`src/rtl/exc_commit.sv`:
```
// exc_commit: CP0 register file and exception/ERET commit stage.
//
// Holds BadVAddr, Count, Compare, Status, Cause and EPC. When the exception
// prioritizer presents a recognised exception or ERET, the stage updates CP0
// state on that edge and raises a registered one-cycle redirect carrying the
// new fetch PC.
//
// Ports
//   clk, rst            clock, asynchronous active-high reset
//   exc_flag            commit request (exception or ERET)
//   exc_type[4:0]       cause code of the request (1E = ERET, 1F = none)
//   exc_baddr[31:0]     faulting address for AdEL/AdES
//   pc[31:0], in_dslot  committing instruction PC and delay-slot flag
//   hw_int[5:0]         level-sensitive hardware interrupt lines
//   cp0_we/waddr/wdata  MTC0 write port
//   cp0_raddr/rdata     MFC0 read port (combinational)
//   cp0_Status/Cause/EPC live register values
//   exc_redirect        one-cycle flush/redirect pulse
//   exc_target[31:0]    redirect PC, zero when no redirect
//   timer_int           Cause.TI
module exc_commit (
    input  logic        clk,
    input  logic        rst,
    input  logic        exc_flag,
    input  logic [4:0]  exc_type,
    input  logic [31:0] exc_baddr,
    input  logic [31:0] pc,
    input  logic        in_dslot,
    input  logic [5:0]  hw_int,
    input  logic        cp0_we,
    input  logic [4:0]  cp0_waddr,
    input  logic [31:0] cp0_wdata,
    input  logic [4:0]  cp0_raddr,
    output logic [31:0] cp0_rdata,
    output logic [31:0] cp0_Status,
    output logic [31:0] cp0_Cause,
    output logic [31:0] cp0_EPC,
    output logic        exc_redirect,
    output logic [31:0] exc_target,
    output logic        timer_int
);

    localparam logic [4:0] ADDR_BADVADDR = 5'd8;
    localparam logic [4:0] ADDR_COUNT    = 5'd9;
    localparam logic [4:0] ADDR_COMPARE  = 5'd11;
    localparam logic [4:0] ADDR_STATUS   = 5'd12;
    localparam logic [4:0] ADDR_CAUSE    = 5'd13;
    localparam logic [4:0] ADDR_EPC      = 5'd14;

    localparam logic [4:0] EXC_INT  = 5'h00;
    localparam logic [4:0] EXC_ADEL = 5'h04;
    localparam logic [4:0] EXC_ADES = 5'h05;
    localparam logic [4:0] EXC_SYS  = 5'h08;
    localparam logic [4:0] EXC_BP   = 5'h09;
    localparam logic [4:0] EXC_RI   = 5'h0A;
    localparam logic [4:0] EXC_CPU  = 5'h0B;
    localparam logic [4:0] EXC_OV   = 5'h0C;
    localparam logic [4:0] EXC_TR   = 5'h0D;
    localparam logic [4:0] EXC_ERET = 5'h1E;

    localparam logic [31:0] VEC_BOOT = 32'hBFC0_0380;
    localparam logic [31:0] VEC_NORM = 32'h8000_0180;

    // Status fields
    logic        bev;
    logic [7:0]  status_im;
    logic        status_erl;
    logic        status_exl;
    logic        status_ie;

    // Cause fields
    logic        cause_bd;
    logic        cause_ti;
    logic [5:0]  cause_ip_hw;
    logic [1:0]  cause_ip_sw;
    logic [4:0]  cause_exc_code;

    logic [31:0] epc;
    logic [31:0] badvaddr;
    logic [31:0] count;
    logic [31:0] compare;
    logic        count_tog;

    logic        type_known;
    logic        accept;
    logic        exc_take;
    logic        eret_take;
    logic        mtc0;

    always_comb begin
        type_known = 1'b0;
        case (exc_type)
            EXC_INT, EXC_ADEL, EXC_ADES, EXC_SYS, EXC_BP, EXC_RI,
            EXC_CPU, EXC_OV, EXC_TR, EXC_ERET: type_known = 1'b1;
            default:                           type_known = 1'b0;
        endcase
    end

    // A request arriving while the previous redirect is still out is in the
    // flush shadow and must not commit a second time.
    assign accept    = exc_flag && type_known && !exc_redirect;
    assign exc_take  = accept && (exc_type != EXC_ERET);
    assign eret_take = accept && (exc_type == EXC_ERET);
    // A commit in the same cycle discards the MTC0 completely.
    assign mtc0      = cp0_we && !accept;

    always_ff @(posedge clk or posedge rst) begin
        if (rst) begin
            bev        <= 1'b1;
            status_im  <= 8'h00;
            status_erl <= 1'b1;
            status_exl <= 1'b0;
            status_ie  <= 1'b0;
        end else if (exc_take) begin
            status_exl <= 1'b1;
        end else if (eret_take) begin
            if (status_erl)
                status_erl <= 1'b0;
            else
                status_exl <= 1'b0;
        end else if (mtc0 && cp0_waddr == ADDR_STATUS) begin
            status_im  <= cp0_wdata[15:8];
            status_erl <= cp0_wdata[2];
            status_exl <= cp0_wdata[1];
            status_ie  <= cp0_wdata[0];
        end
    end

    always_ff @(posedge clk or posedge rst) begin
        if (rst) begin
            cause_bd       <= 1'b0;
            cause_ip_hw    <= 6'h00;
            cause_ip_sw    <= 2'b00;
            cause_exc_code <= 5'h00;
        end else begin
            // IP[15] shares the line with the timer interrupt.
            cause_ip_hw <= {hw_int[5] | cause_ti, hw_int[4:0]};
            if (exc_take) begin
                cause_exc_code <= exc_type;
                if (!status_exl)
                    cause_bd <= in_dslot;
            end else if (mtc0 && cp0_waddr == ADDR_CAUSE) begin
                cause_ip_sw <= cp0_wdata[9:8];
            end
        end
    end

    always_ff @(posedge clk or posedge rst) begin
        if (rst) begin
            epc <= 32'h0;
        end else if (exc_take) begin
            // Nested exceptions keep the original return address.
            if (!status_exl)
                epc <= in_dslot ? (pc - 32'd4) : pc;
        end else if (mtc0 && cp0_waddr == ADDR_EPC) begin
            epc <= cp0_wdata;
        end
    end

    always_ff @(posedge clk or posedge rst) begin
        if (rst) begin
            badvaddr <= 32'h0;
        end else if (exc_take) begin
            if (exc_type == EXC_ADEL || exc_type == EXC_ADES)
                badvaddr <= exc_baddr;
        end else if (mtc0 && cp0_waddr == ADDR_BADVADDR) begin
            badvaddr <= cp0_wdata;
        end
    end

    // Count advances at half the clock rate: the toggle gates every other edge.
    always_ff @(posedge clk or posedge rst) begin
        if (rst) begin
            count     <= 32'h0;
            count_tog <= 1'b0;
        end else if (mtc0 && cp0_waddr == ADDR_COUNT) begin
            count     <= cp0_wdata;
            count_tog <= 1'b0;
        end else begin
            count_tog <= ~count_tog;
            if (count_tog)
                count <= count + 32'd1;
        end
    end

    always_ff @(posedge clk or posedge rst) begin
        if (rst) begin
            compare  <= 32'h0;
            cause_ti <= 1'b0;
        end else if (mtc0 && cp0_waddr == ADDR_COMPARE) begin
            compare  <= cp0_wdata;
            cause_ti <= 1'b0;
        end else if (count == compare) begin
            cause_ti <= 1'b1;
        end
    end

    always_ff @(posedge clk or posedge rst) begin
        if (rst) begin
            exc_redirect <= 1'b0;
            exc_target   <= 32'h0;
        end else begin
            exc_redirect <= accept;
            if (eret_take)
                exc_target <= epc;
            else if (exc_take)
                exc_target <= bev ? VEC_BOOT : VEC_NORM;
            else
                exc_target <= 32'h0;
        end
    end

    assign cp0_Status = {9'b0, bev, 6'b0, status_im, 5'b0,
                         status_erl, status_exl, status_ie};
    assign cp0_Cause  = {cause_bd, cause_ti, 14'b0, cause_ip_hw, cause_ip_sw,
                         1'b0, cause_exc_code, 2'b00};
    assign cp0_EPC    = epc;
    assign timer_int  = cause_ti;

    always_comb begin
        cp0_rdata = 32'h0;
        case (cp0_raddr)
            ADDR_BADVADDR: cp0_rdata = badvaddr;
            ADDR_COUNT:    cp0_rdata = count;
            ADDR_COMPARE:  cp0_rdata = compare;
            ADDR_STATUS:   cp0_rdata = cp0_Status;
            ADDR_CAUSE:    cp0_rdata = cp0_Cause;
            ADDR_EPC:      cp0_rdata = epc;
            default:       cp0_rdata = 32'h0;
        endcase
    end

endmodule

```
`config.mk`:
```
export PLATFORM = sky130hd
export DESIGN_NAME = exc_commit
export DESIGN_NICKNAME = d
export VERILOG_FILES = /design/src/rtl/exc_commit.sv
export SDC_FILE = /design/constraint.sdc
export NUM_CORES = 1
export LEC_CHECK = 0
export BUFFER_PORTS_ARGS = -buffer_cell sky130_fd_sc_hd__buf_2
export CAP_MARGIN = 20
export CORE_MARGIN = 2
export CORE_UTILIZATION = 50
export CTS_CLUSTER_SIZE = 25
export DETAILED_ROUTE_END_ITERATION = 12
export PLACE_DENSITY = 0.85
export RECOVER_POWER = 50
export SLEW_MARGIN = 10
export SYNTH_ARGS = -nofsm -noshare
export SYNTH_HDL_FRONTEND = slang
export SYNTH_SLANG_ARGS = --single-unit
```
`constraint.sdc`:
```
create_clock -name clk -period 6.89 [get_ports clk]
set_input_delay 0.3445 -clock clk [delete_from_list [all_inputs] [get_ports clk]]
set_output_delay 0.3445 -clock clk [all_outputs]
set_load 0.01 [all_outputs]
```
; Word level (Yosys, flattened, before mapping)
; Memory sizes are Yosys's and may differ from the RTL's.
; Cells that the tools add are included.
[classes]
n_addsub = 2
eq_ne = 20
n_mux = 22
bitwise_logic = 5
reduce_logical = 27
[ops]
columns = op, n
row1 = 32-bit two-way mux, 11
row2 = 32-bit case mux with 6 select lines, 1
row3 = "5-bit by 4-bit == test with 1-bit output, second input constant", 12
row4 = "32-bit by 1-bit adder with 32-bit output, second input constant", 1
row5 = 32-bit == test, 1
row6 = "32-bit by 3-bit subtractor with 32-bit output, second input constant", 1
row7 = 30-bit two-way mux, 1
row8 = 2-bit AND reduction, 6
row9 = 1-bit logical AND, 11
row10 = "5-bit by 3-bit == test with 1-bit output, second input constant", 2
row11 = 2-bit nonzero test, 5
row12 = 1-bit two-way mux, 9
row13 = "5-bit == test, second input constant", 1
row14 = "5-bit inequality test, second input constant", 1
row15 = 1-bit NOT, 4
row16 = "3-bit inequality test, second input constant", 1
row17 = 3-bit AND reduction, 1
row18 = 3-bit nonzero test, 1
row19 = 1-bit logical NOT, 2
row20 = "2-bit by 1-bit inequality test with 1-bit output, second input constant", 1
row21 = "2-bit inequality test, second input constant", 1
row22 = 1-bit logical OR, 1
row23 = 1-bit bitwise OR, 1
[totals]
register_bits = 188
rom_bits = 32
input_bits = 122
out_inout_bits = 162
elab_cells = 93
mem_count = 1
[mem_list]
columns = memory, words, word_bits, read_ports, rd_ports_with_merged_regs, write_ports, line
row1 = (no name shown), 32, 1, 1, 0, 0, 92  ; case (exc_type)

; Depth between registers and ports, before layout
; An unclocked memory read counts as a cell.
[logic_depth]
word_depth = 9
depth_mapped = 10
ltp_nobuf = 7

; Worst setup path after synthesis
; Ideal clock, no wire load.
[synth_path]
path_type = reg2reg
from = register exc_redirect
to = register badvaddr[0]
setup_ns = 0.125
arrival_time_ns = 2.231
t_required_ns = 6.765
setup_slack_ns = 4.534
path_stages_with_launch = 8
path_buffers = 2
period_less_slack_ns = 2.356
path_cell_list = dfrtp_1 > nand4b_1 > nor4b_1 > clkbuf_1 > a2111oi_0 > a21oi_1 > buf_2 > mux2_2
[synth_between]
elab_chain_cells = 7
word_cells_on_any_way = 10
cone_classes = eq/ne (1) / mux (1) / reduce/logical (8)
[synth_rtl]
columns = element, line
row1 = "start, declared", 38  ; output logic exc_redirect,
row2 = "start signal, assigned", 203  ; exc_redirect <= accept;
row3 = 1-bit logical NOT (*), 101  ; assign accept = exc_flag && type_known && !exc_redirect;
row4 = 1-bit logical AND (*), 101
row5 = 1-bit logical NOT, 105  ; assign mtc0 = cp0_we && !accept;
row6 = 1-bit logical AND, 105
row7 = 1-bit logical AND, 166  ; end else if (mtc0 && cp0_waddr == ADDR_BADVADDR) begin
row8 = 2-bit nonzero test (no line), -
row9 = 2-bit AND reduction (no line), -
row10 = "end signal, assigned", 165  ; badvaddr <= exc_baddr;
row11 = "end signal, assigned", 167  ; badvaddr <= cp0_wdata;
row12 = "end, declared", 79  ; logic [31:0] badvaddr;
; Mark *: on every way between the ends. The rest lies on a longest branch, timed or not.
; A chain may end at the register's enable or synchronous reset.

==> flow_summary.toml <==
[grt]
grt_usage_pct = 29.2
antenna_found_initial = 3
grt_pass1_vias = 8663
overflow = 0
grt_max_degree = 116
grt_pass1_wl_mm = 48.9

[power]
p_seq_share_pct = 47.2
power.share.clock_pct = 29.1
peakVddDrop_mv = 0.195
p_sw_uw = 1240
p_total_uw = 3680
combPwrFrac_pct = 23.7
power_density_nw_per_um2 = 302
p_sw_share_pct = 33.6
intPower_uw = 2440
leakage_uw = 0.00524

[floorplan]
die_h_microns = 148
rows = 52
core_sq_um = 20200
die_w_microns = 148
dieArea_sq_um = 21800
ios = 284
start_util_pct = 51.1

[clock_network]
clock-root-buffer = "clkbuf_16"
htreeDepth = 4
cts_max_path_buffers = 2
cts_tree = "done"
numCtsBuffers = 17
cts_resized = 0
insertion_delay_ns = 0.44
cts.sinks = 188
path_clk_slew_ns = 0.07

[hold_path]
hold_path_end = "cause_ip_hw[4]"
min_path_cells = 1
worstHoldStart = "hw_int[4]"
hp-class = "input pin to flop"

[sta]
finalCritPeriodShare_pct = 59.7
fin_worst_skew_ns = 0.00893
slew_violations = 186
tightest_slew_ns = 5.19
setup_viol = 0
max_slew_margin_pct = -248
clock.fmax_ghz = 0.243
hold_viol = 0
rsz0062_at_grt = "false"
fin_crit_ns = 4.11
fin_tns_setup_ns = 0

[detailed_routing]
wl_per_cell_microns = 21.9
drtIter0Drc = 981
drc = 0
first_pass_iters = 5
vias = 8822
ant_nets = 0
wirelength_mm = 32.1
via_per_inst = 6.01

[status]
run_status = "finished, violations left"
violations = "max-capacitance violations, max-slew violations"

[worst_setup_path]
crit_type = "input pin to asynchronous set/reset pin"
cp-end-kind = "asynchronous set/reset pin"
rrSetupSlack_ns = 2.79
cp_max_fo = 115
ff2ff_path_depth = 7
required_ns = 7.33
timing.rr.start = "exc_redirect"
crit_path_start_kind = "input pin"
worstPathArrival_ns = 4.55
r2r-end = "badvaddr[20]"

[layout]
final_cells = 1469
final_cell_mix = "dfrtp_1 (187), buf_2 (154), mux2_2 (149)"
layout_commonest_cell = "dfrtp_1"
area_growth_pct = 17.8
finalInstanceArea_sq_um = 12200
final_layout_size_suffix_gt1_share_pct = 30.6
nFillCells = 1694
fin_nets = 1306

[logic_synthesis]
synth-xor-area-share_pct = 6.52
yosys.area_share.simple_pct = 13.3
synth_edf_count = 0
syn-instance-count = 973
synth_compound_area_share_pct = 11.8
ys.warnings.count = 1
seq_area_frac_synth_pct = 45.5
synthMuxAreaShare_pct = 16.3
synth_area_sq_um = 10300
ys_ff_latch = 188
synth_cell_types = 54
synth_top_family_by_area = "multiplexers"
synthFlopType = "dfrtp_1"
async_flop_share_pct = 100
synth_fa_ha_area_share_pct = 0.242
synth_area_per_cell_sq_um = 10.6

[placement]
dp_cells = 1430
io_buffers = 245
gp_congestion = 0.900
dp_hpwl_mm = 22.1
placed_area_sq_um = 11600

[run]
max_cap_violations = 3
## per-layer routing
metal | track usage [%] | vias to the layer above | wire length (microns)
li1 | - | 3871 | -
met1 | 38.3 | 4326 | 12300
met2 | 46.8 | 544 | 15500
met3 | 6.51 | 79 | 3260
met4 | 12.6 | 2 | 1050
met5 | 0 | - | 13
## repair_timing
item,in CTS,in global routing
buffers inserted,0,0
hold buffers,1,0
hold endpoints to repair,1,0
setup endpoints to repair,0,0
## cell families (layout without fill, tap and decap cells)
group / after synthesis / after routing
other: 1 / 42
flip-flops: 188 / 188
buffers and inverters: 124 / 309
AND/OR/NAND/NOR: 256 / 256
AO/OA/AOI/OAI: 175 / 175
adder cells (fa/ha/maj): 2 / 2
multiplexers: 150 / 150
XOR/XNOR: 77 / 77
## state kept, by name (all words and copies together) (netlist names)
name,count
cause_ip_hw,6
count_tog,1
badvaddr,32
cause_bd,1
count,32
cp0_EPC,32
status_exl,1
compare,32
status_im,8
cause_ip_sw,2
cause_exc_code,5
exc_redirect,1
timer_int,1
exc_target,32
status_erl,1
status_ie,1
## area by class of cell
| type | count | area, sq um | share of cell area [%] |
|---|---|---|---|
| Tap cell | 270 | 338 | 2.77 |
| Multi-Input combinational cell | 698 | 5180 | 42.6 |
| Sequential cell | 188 | 4710 | 38.6 |
| Inverter | 12 | 46.3 | 0.380 |
| Clock buffer | 22 | 474 | 3.89 |
| Antenna cell | 4 | 10.0 | 0.0822 |
| Clock inverter | 10 | 164 | 1.35 |
| Timing Repair Buffer | 265 | 1250 | 10.3 |
## cells in the mapped netlist (all sizes together) (3+ instances only)
cell type | number | area (sq um)
a2111oi | 3 | 27.5
a21oi | 28 | 140
a221o | 16 | 160
a222oi | 8 | 80.1
a22o | 15 | 131
a22oi | 35 | 263
a31oi | 15 | 93.8
and2 | 33 | 206
and3 | 8 | 50.1
buf | 57 | 395
clkbuf | 55 | 206
dfrtp | 187 | 4680
inv | 12 | 45.0
mux2 | 149 | 1680
nand2 | 74 | 278
nand2b | 4 | 25.0
nand3 | 27 | 135
nand3b | 4 | 30.0
nand4 | 20 | 125
nor2 | 22 | 82.6
nor3 | 10 | 50.1
nor3b | 3 | 22.5
nor4 | 13 | 81.3
nor4b | 4 | 35.0
o21ai | 39 | 195
o31ai | 8 | 60.1
o41ai | 3 | 26.3
or2 | 5 | 31.3
or3 | 7 | 43.8
or4 | 12 | 93.8
xnor2 | 61 | 534
xor2 | 16 | 140
## worst max-delay path, stage by stage
cell,delay [ns]
buf_2,0.10
clkinvlp_2,2.84
buf_4,1.10
## power by group through the flow
stage | Combinational, uW | Clock, uW | Sequential [uW]
finish | 873 | 1070 | 1740
global route | 945 | 1120 | 1780
CTS | 901 | 1080 | 1730
detailed placement | 889 | 0 | 1740
global placement | 863 | 0 | 1720
floorplan | 590 | 0 | 1650
## how the worst max path moves through the flow
stage          depth (start not counted)  slack (ns)            to         start
2_1_floorplan                          1        1.43   badvaddr[0]           rst
3_3_place_gp                           7        3.68    compare[9]      exc_flag
3_5_place_dp                           8        3.78  badvaddr[20]   exc_type[0]
4_1_cts                                6        3.97  badvaddr[20]  exc_redirect
5_1_grt                                3        1.91   compare[23]           rst
6_report                               3        2.78     count[24]           rst
## through the flow
stage / utilization, % / worst slack (ns) / hold slack [ns]
final: 60.2 / 2.78 / 0.00826
after global routing: 60.1 / 1.91 / 0.000406
after CTS: 60.7 / 3.97 / 0.000273
after detailed placement: 57.5 / 3.78 / 0.454
after global placement: 57.5 / 3.68 / 0.452
after floorplan: - / 1.43 / 0.376
Power figures use the tool's default switching activity.
